### src/rtl/kamus_pkg.sv
// Shared types for the kamus memory stage: operation encodings, access sizes,
// FSM states and small decode helpers.
package kamus_pkg;

    typedef enum logic [5:0] {
        OP_ADD  = 6'd0,
        OP_SUB  = 6'd1,
        OP_AND  = 6'd2,
        OP_OR   = 6'd3,
        OP_XOR  = 6'd4,
        OP_SLL  = 6'd5,
        OP_SRL  = 6'd6,
        OP_SRA  = 6'd7,
        OP_SLT  = 6'd8,
        OP_SLTU = 6'd9,
        OP_LB   = 6'd16,
        OP_LH   = 6'd17,
        OP_LW   = 6'd18,
        OP_LBU  = 6'd19,
        OP_LHU  = 6'd20,
        OP_SB   = 6'd24,
        OP_SH   = 6'd25,
        OP_SW   = 6'd26
    } operation_e;

    typedef enum logic [1:0] {SZ_BYTE, SZ_HALF, SZ_WORD} mem_size_e;

    typedef enum logic [1:0] {ST_IDLE, ST_REQ, ST_WAIT} mem_state_e;

    function automatic logic is_mem_op(operation_e op);
        case (op)
            OP_LB, OP_LH, OP_LW, OP_LBU, OP_LHU, OP_SB, OP_SH, OP_SW: return 1'b1;
            default: return 1'b0;
        endcase
    endfunction

    function automatic mem_size_e mem_size(operation_e op);
        case (op)
            OP_LB, OP_LBU, OP_SB: return SZ_BYTE;
            OP_LH, OP_LHU, OP_SH: return SZ_HALF;
            default:              return SZ_WORD;
        endcase
    endfunction

    function automatic logic is_unsigned_load(operation_e op);
        return (op == OP_LBU) || (op == OP_LHU);
    endfunction

    function automatic logic is_misaligned(mem_size_e size, logic [1:0] a);
        case (size)
            SZ_HALF: return a[0];
            SZ_WORD: return a != 2'b00;
            default: return 1'b0;
        endcase
    endfunction

endpackage

### src/rtl/kamus_lsu_align.sv
// Byte-lane steering for stores and load-data extraction / extension.
module kamus_lsu_align
    import kamus_pkg::*;
(
    input  mem_size_e   size,
    input  logic        uns,
    input  logic [1:0]  a,
    input  logic [31:0] rs2,
    input  logic [31:0] rdata,
    output logic [3:0]  be,
    output logic [31:0] wdata,
    output logic [31:0] ldata
);

    logic [7:0]  byte_v;
    logic [15:0] half_v;

    always_comb begin
        byte_v = rdata[8*a +: 8];
        half_v = a[1] ? rdata[31:16] : rdata[15:0];
        be     = 4'b1111;
        wdata  = rs2;
        ldata  = rdata;
        case (size)
            SZ_BYTE: begin
                be    = 4'b0001 << a;
                wdata = {4{rs2[7:0]}};
                ldata = {{24{~uns & byte_v[7]}}, byte_v};
            end
            SZ_HALF: begin
                // half accesses only look at a[1]; a[0] is aligned away
                be    = a[1] ? 4'b1100 : 4'b0011;
                wdata = {2{rs2[15:0]}};
                ldata = {{16{~uns & half_v[15]}}, half_v};
            end
            default: ;
        endcase
    end

endmodule

### src/rtl/kamus_mem.sv
// Memory stage: L1D req/gnt/rvalid access, lane steering, registered write-back.
// Optional MISALIGN_TRAP_EN: flag misaligned half/word accesses instead of issuing them.
module kamus_mem
    import kamus_pkg::*;
#(
    parameter int ADDR_W = 32,
    parameter int DATA_W = 32
) (
    input  logic              clk_i,
    input  logic              rst_ni,
    input  logic              ex_valid_i,
    output logic              ex_ready_o,
    input  logic [5:0]        operation_i,
    input  logic [DATA_W-1:0] ex_result_i,
    input  logic [DATA_W-1:0] rs2_data_i,
    input  logic [4:0]        rd_addr_i,
    input  logic              l1d_wr_en_i,
    input  logic              regfile_wr_en_i,
    input  logic [1:0]        wb_mux_sel_i,
    output logic              dmem_req_o,
    input  logic              dmem_gnt_i,
    output logic              dmem_we_o,
    output logic [3:0]        dmem_be_o,
    output logic [ADDR_W-1:0] dmem_addr_o,
    output logic [DATA_W-1:0] dmem_wdata_o,
    input  logic              dmem_rvalid_i,
    input  logic [DATA_W-1:0] dmem_rdata_i,
    output logic              wb_valid_o,
    output logic [4:0]        wb_rd_addr_o,
    output logic              wb_regfile_wr_en_o,
    output logic [1:0]        wb_mux_sel_o,
    output logic [DATA_W-1:0] wb_alu_result_o,
    output logic [DATA_W-1:0] wb_load_data_o,
    output logic              misaligned_o
);

    mem_state_e        state_q, state_d;
    operation_e        op_in, op_q;
    logic              mis_in;
    logic [DATA_W-1:0] res_q, rs2_q;
    logic [4:0]        rd_q;
    logic              st_q, rf_we_q;
    logic [1:0]        mux_q;
    logic              wb_rf_we_q;
    logic [3:0]        be;
    logic [DATA_W-1:0] wdata, ldata;

    assign op_in = operation_e'(operation_i);

`ifdef MISALIGN_TRAP_EN
    assign mis_in = is_mem_op(op_in) && is_misaligned(mem_size(op_in), ex_result_i[1:0]);
`else
    assign mis_in = 1'b0;
`endif

    always_ff @(posedge clk_i or negedge rst_ni) begin
        if (!rst_ni) state_q <= ST_IDLE;
        else         state_q <= state_d;
    end

    always_comb begin
        state_d    = state_q;
        ex_ready_o = 1'b0;
        dmem_req_o = 1'b0;
        case (state_q)
            ST_IDLE: begin
                ex_ready_o = 1'b1;
                if (ex_valid_i && is_mem_op(op_in) && !mis_in) state_d = ST_REQ;
            end
            ST_REQ: begin
                dmem_req_o = 1'b1;
                if (dmem_gnt_i) state_d = ST_WAIT;
            end
            ST_WAIT: if (dmem_rvalid_i) state_d = ST_IDLE;
            default: state_d = ST_IDLE;
        endcase
    end

    kamus_lsu_align u_align (
        .size  (mem_size(op_q)),
        .uns   (is_unsigned_load(op_q)),
        .a     (res_q[1:0]),
        .rs2   (rs2_q),
        .rdata (dmem_rdata_i),
        .be    (be),
        .wdata (wdata),
        .ldata (ldata)
    );

    // request-side outputs read zero whenever no request is live
    assign dmem_addr_o  = dmem_req_o ? {res_q[ADDR_W-1:2], 2'b00} : '0;
    assign dmem_be_o    = dmem_req_o ? be : 4'b0000;
    assign dmem_we_o    = dmem_req_o & st_q;
    assign dmem_wdata_o = dmem_req_o ? wdata : '0;

    always_ff @(posedge clk_i or negedge rst_ni) begin
        if (!rst_ni) begin
            op_q            <= OP_ADD;
            res_q           <= '0;
            rs2_q           <= '0;
            rd_q            <= '0;
            st_q            <= 1'b0;
            rf_we_q         <= 1'b0;
            mux_q           <= '0;
            wb_valid_o      <= 1'b0;
            wb_rd_addr_o    <= '0;
            wb_rf_we_q      <= 1'b0;
            wb_mux_sel_o    <= '0;
            wb_alu_result_o <= '0;
            wb_load_data_o  <= '0;
        end else begin
            wb_valid_o <= 1'b0;
            case (state_q)
                ST_IDLE: if (ex_valid_i) begin
                    op_q    <= op_in;
                    res_q   <= ex_result_i;
                    rs2_q   <= rs2_data_i;
                    rd_q    <= rd_addr_i;
                    st_q    <= l1d_wr_en_i;
                    rf_we_q <= regfile_wr_en_i;
                    mux_q   <= wb_mux_sel_i;
                    // ALU ops and trapped accesses retire straight from IDLE
                    if (!is_mem_op(op_in) || mis_in) begin
                        wb_valid_o      <= 1'b1;
                        wb_rd_addr_o    <= rd_addr_i;
                        wb_rf_we_q      <= regfile_wr_en_i & ~mis_in;
                        wb_mux_sel_o    <= wb_mux_sel_i;
                        wb_alu_result_o <= ex_result_i;
                    end
                end
                ST_WAIT: if (dmem_rvalid_i) begin
                    wb_valid_o      <= 1'b1;
                    wb_rd_addr_o    <= rd_q;
                    wb_rf_we_q      <= rf_we_q;
                    wb_mux_sel_o    <= mux_q;
                    wb_alu_result_o <= res_q;
                    wb_load_data_o  <= st_q ? '0 : ldata;
                end
                default: ;
            endcase
        end
    end

    assign wb_regfile_wr_en_o = wb_valid_o & wb_rf_we_q;

`ifdef MISALIGN_TRAP_EN
    logic wb_mis_q;
    always_ff @(posedge clk_i or negedge rst_ni) begin
        if (!rst_ni)                             wb_mis_q <= 1'b0;
        else if (state_q == ST_IDLE && ex_valid_i) wb_mis_q <= mis_in;
        else if (state_q == ST_WAIT && dmem_rvalid_i) wb_mis_q <= 1'b0;
    end
    assign misaligned_o = wb_valid_o & wb_mis_q;
`else
    assign misaligned_o = 1'b0;
`endif

endmodule
### config.mk
export PLATFORM = sky130hd
export DESIGN_NAME = kamus_mem
export DESIGN_NICKNAME = d
export VERILOG_FILES = /design/src/rtl/kamus_pkg.sv /design/src/rtl/kamus_lsu_align.sv /design/src/rtl/kamus_mem.sv
export SDC_FILE = /design/constraint.sdc
export NUM_CORES = 1
export LEC_CHECK = 0
export ABC_AREA = 1
export CORE_MARGIN = 2
export CORE_UTILIZATION = 45
export DETAILED_ROUTE_END_ITERATION = 8
export GPL_ROUTABILITY_DRIVEN = 0
export MAX_ROUTING_LAYER = met4
export PLACE_DENSITY = 0.84
export REMOVE_ABC_BUFFERS = 1
export SYNTH_ARGS = -nofsm -noshare
export SYNTH_HDL_FRONTEND = slang
export SYNTH_SLANG_ARGS = --single-unit
export TNS_END_PERCENT = 100
### constraint.sdc
create_clock -name clk_i -period 1.8 [get_ports clk_i]
set_input_delay 0.36 -clock clk_i [delete_from_list [all_inputs] [get_ports clk_i]]
set_output_delay 0.36 -clock clk_i [all_outputs]
set_load 0.02 [all_outputs]
==> flow_summary.json, run 1 <==
{
  "power.total_mw": 13.4,
  "cts_sinks": 154,
  "r2r_slack_ps": -140,
  "synth_warnings": 0,
  "die_x_microns": 137,
  "synth_top_cell_by_area": "dfrtp_1",
  "cts_made_buffers": 17,
  "yosys.area.top_type_share_pct": 48.7,
  "htree_levels": 4,
  "initial_core_util_pct": 45.9,
  "leakagePower_nw": 6.49,
  "clk_latency_ps": 420,
  "fin_tns_setup_ps": -22240,
  "crit_chain": "nand2_1 -> inv_2 -> nand3_2 -> nand2_4 -> buf_6 -> a21oi_1 -> inv_1 -> a21oi_1 -> buf_4",
  "hpwl_microns": 17900,
  "fin_nets": 1519,
  "powerDensity_mw_per_mm2": 1050,
  "hold_viol_final": 0,
  "wire_per_inst_microns": 17.6,
  "syn_area_sq_mm": 0.00791,
  "grt.total_usage_pct": 31.2,
  "drtAntennaViolNets": 0,
  "area_growth_syn_to_layout_pct": 60.4,
  "cts_tree": "yes",
  "drc_errors": 0,
  "hold_slack_ps": 467,
  "critPathBufInv": 4,
  "top_level_ports": 261,
  "grt_max_degree": 79,
  "dieArea_sq_mm": 0.0187,
  "core_area_sq_mm": 0.0172,
  "n_fill_cell": 1206,
  "crit_cells": 9,
  "std_cell_rows": 48,
  "grt_setup_unrepaired": "true",
  "crit_type": "register to output port",
  "pre_cts_ws_ps": -533,
  "r2r_start": "op_q[0]",
  "port_buffers": 257,
  "ys_ff_latch": 154,
  "drtIter0Drc": 852,
  "drive_gt1_share_pct": 20.3,
  "first_global_vias": 8743,
  "synth-seq-area-share_pct": 48.7,
  "met2_usage_pct": 50.8,
  "drt-total-wl_microns": 28800,
  "worst_r2r_path_depth": 12,
  "path_common_cell": "a21oi_1",
  "grtUsageMet1_pct": 38.0,
  "crit_path_end_kind": "output port",
  "arrival_ps": 2040,
  "status": "finished, violations left",
  "grt_pass1_wl_microns": 44100,
  "first_pass_iters": 5,
  "ys_top_cells_by_area": "dfrtp_1 (49%), nand2_1 (19%), o21ai_0 (8.9%)",
  "drt-vias-per-instance": 5.43,
  "cp_max_fo": 7,
  "setup_viol": 80,
  "cp-start-kind": "register",
  "vias": 8908,
  "final_common_cell": "nand2_1",
  "min_period_over_period_pct": 134,
  "ir_drop_v": 0.000706,
  "diodes": 0,
  "overflow": 0,
  "synth_cell_types": 27,
  "critPathRequiredTime_ps": 1440,
  "finalMaxSlewViolations": 0,
  "clkSlewWorstSetupHoldPaths_ps": 70,
  "r2r-end": "wb_load_data_o[27]",
  "maxCapViolations": 0,
  "worst_clock_skew_ps": 7.36,
  "dieHeight_microns": 137,
  "antenna_found_initial": 0,
  "avgSynthCellArea_sq_um": 7.15,
  "hp-class": "input pin to asynchronous set/reset pin",
  "gr-max-usage-layer": "met2",
  "violations": "negative setup slack",
  "placedCellCount": 1575,
  "root_buffer": "clkbuf_16",
  "syn_inst": 1106,
  "timing.fmax_mhz": 416,
  "max_stage_delay_ps": 430,
  "grtUsageMet3_pct": 5.67,
  "layout_setup_ws_ps": -604,
  "cts_buffer_depth": 2,
  "critPathTopFamily": "buffers and inverters",
  "stdcell_count": 1641,
  "final.min_clock_period_ps": 2400,
  "slowest_stage": "dfrtp_1",
  "mostFrequentLayoutCells": "nand2_1 (405), dfrtp_1 (151), clkdlybuf4s50_1 (150)"
}
==> Yosys cell counts <==
library cell / number
o211ai_1: 1
nor2_4: 1
o32ai_1: 1
nor2_1: 80
o22ai_1: 6
conb_1: 1
clkbuf_2: 1
inv_1: 106
inv_2: 3
clkbuf_1: 32
nand3_1: 74
a21oi_1: 44
buf_6: 1
nor2_2: 1
nor3_1: 1
dfrtp_1: 154
buf_4: 10
inv_4: 1
nand2_2: 4
buf_2: 23
o21ai_1: 3
nand2_4: 2
nand4_1: 1
buf_1: 5
o21ai_0: 141
nand2_1: 408
nand3_4: 1
==> metrics by stage <==
stage / area, sq um / utilization [%]
floorplan: 7570 / -
global placement: 11000 / 63.8
detailed placement: 11000 / 63.8
CTS: 12300 / 71.2
global route: 12700 / 73.6
finish: 12700 / 73.6
==> final cells by class <==
class | count | area, sq um | area share [%]
Clock buffer | 21 | 460 | 3.63
Sequential cell | 154 | 3860 | 30.4
Tap cell | 225 | 282 | 2.22
Clock inverter | 11 | 138 | 1.08
Multi-Input combinational cell | 774 | 3850 | 30.3
Inverter | 110 | 429 | 3.38
Timing Repair Buffer | 346 | 3670 | 28.9
==> what timing repair did <==
item                                    in CTS  in global routing
endpoints found under the setup margin      92                133
hold buffers                                 1                  0
pin swaps                                   14                 21
endpoints found under the hold margin       40                  0
cloned                                       2                  1
buffers inserted                            23                 12
resized for setup                          494                125
==> logic make-up after synthesis <==
group | count (synthesis) | share of synthesized area [%]
simple gates | 573 | 29.0
compound gates | 196 | 12.6
buf+inv | 182 | 9.62
flops | 154 | 48.7
other cells | 1 | 0.0474
==> per-layer routing <==
layer  vias up  routed length (microns)
met1      4235                    10900
met2       507                    14100
met4         0                     1390
met3       112                     2480
met5         -                        0
li1       4054                        -
==> sequential cells by signal, summed over array words and instances (netlist names), 2 cells and up <==
name             count
res_q               32
wb_mux_sel_o         2
wb_rd_addr_o         5
rd_q                 5
mux_q                2
state_q              2
wb_load_data_o      32
wb_alu_result_o     32
op_q                 6
rs2_q               32
==> worst max path at each step <==
stage	to	slack (ps)	startpoint
after floorplan	wb_alu_result_o[0]	-3730	state_q[1]
after global placement	dmem_be_o[1]	-500	op_q[4]
after detailed placement	dmem_be_o[1]	-530	op_q[4]
after CTS	dmem_wdata_o[15]	-490	op_q[2]
after global routing	dmem_wdata_o[8]	-640	op_q[0]
final	dmem_wdata_o[13]	-600	op_q[0]
==> report_power, final <==
| group | internal (mW) | switching, mW | leakage [nW] |
|---|---|---|---|
| Combinational | 2.13 | 2.81 | 4.30 |
| Clock | 2.14 | 1.52 | 0.282 |
| Sequential | 4.26 | 0.511 | 1.91 |
Power figures use the tool's default switching activity.
==> run 2: changes to the inputs <==
--- a/config.mk
+++ b/config.mk
@@ -6,6 +6,8 @@
 export NUM_CORES = 1
 export LEC_CHECK = 0
 export ABC_AREA = 1
+export ABC_CLOCK_PERIOD_IN_PS = 1800
+export CAP_MARGIN = 20
 export CORE_MARGIN = 2
 export CORE_UTILIZATION = 45
 export DETAILED_ROUTE_END_ITERATION = 8
==> results of run 2 <==
Final layout, timing and power as in run 1 (identical DEF).
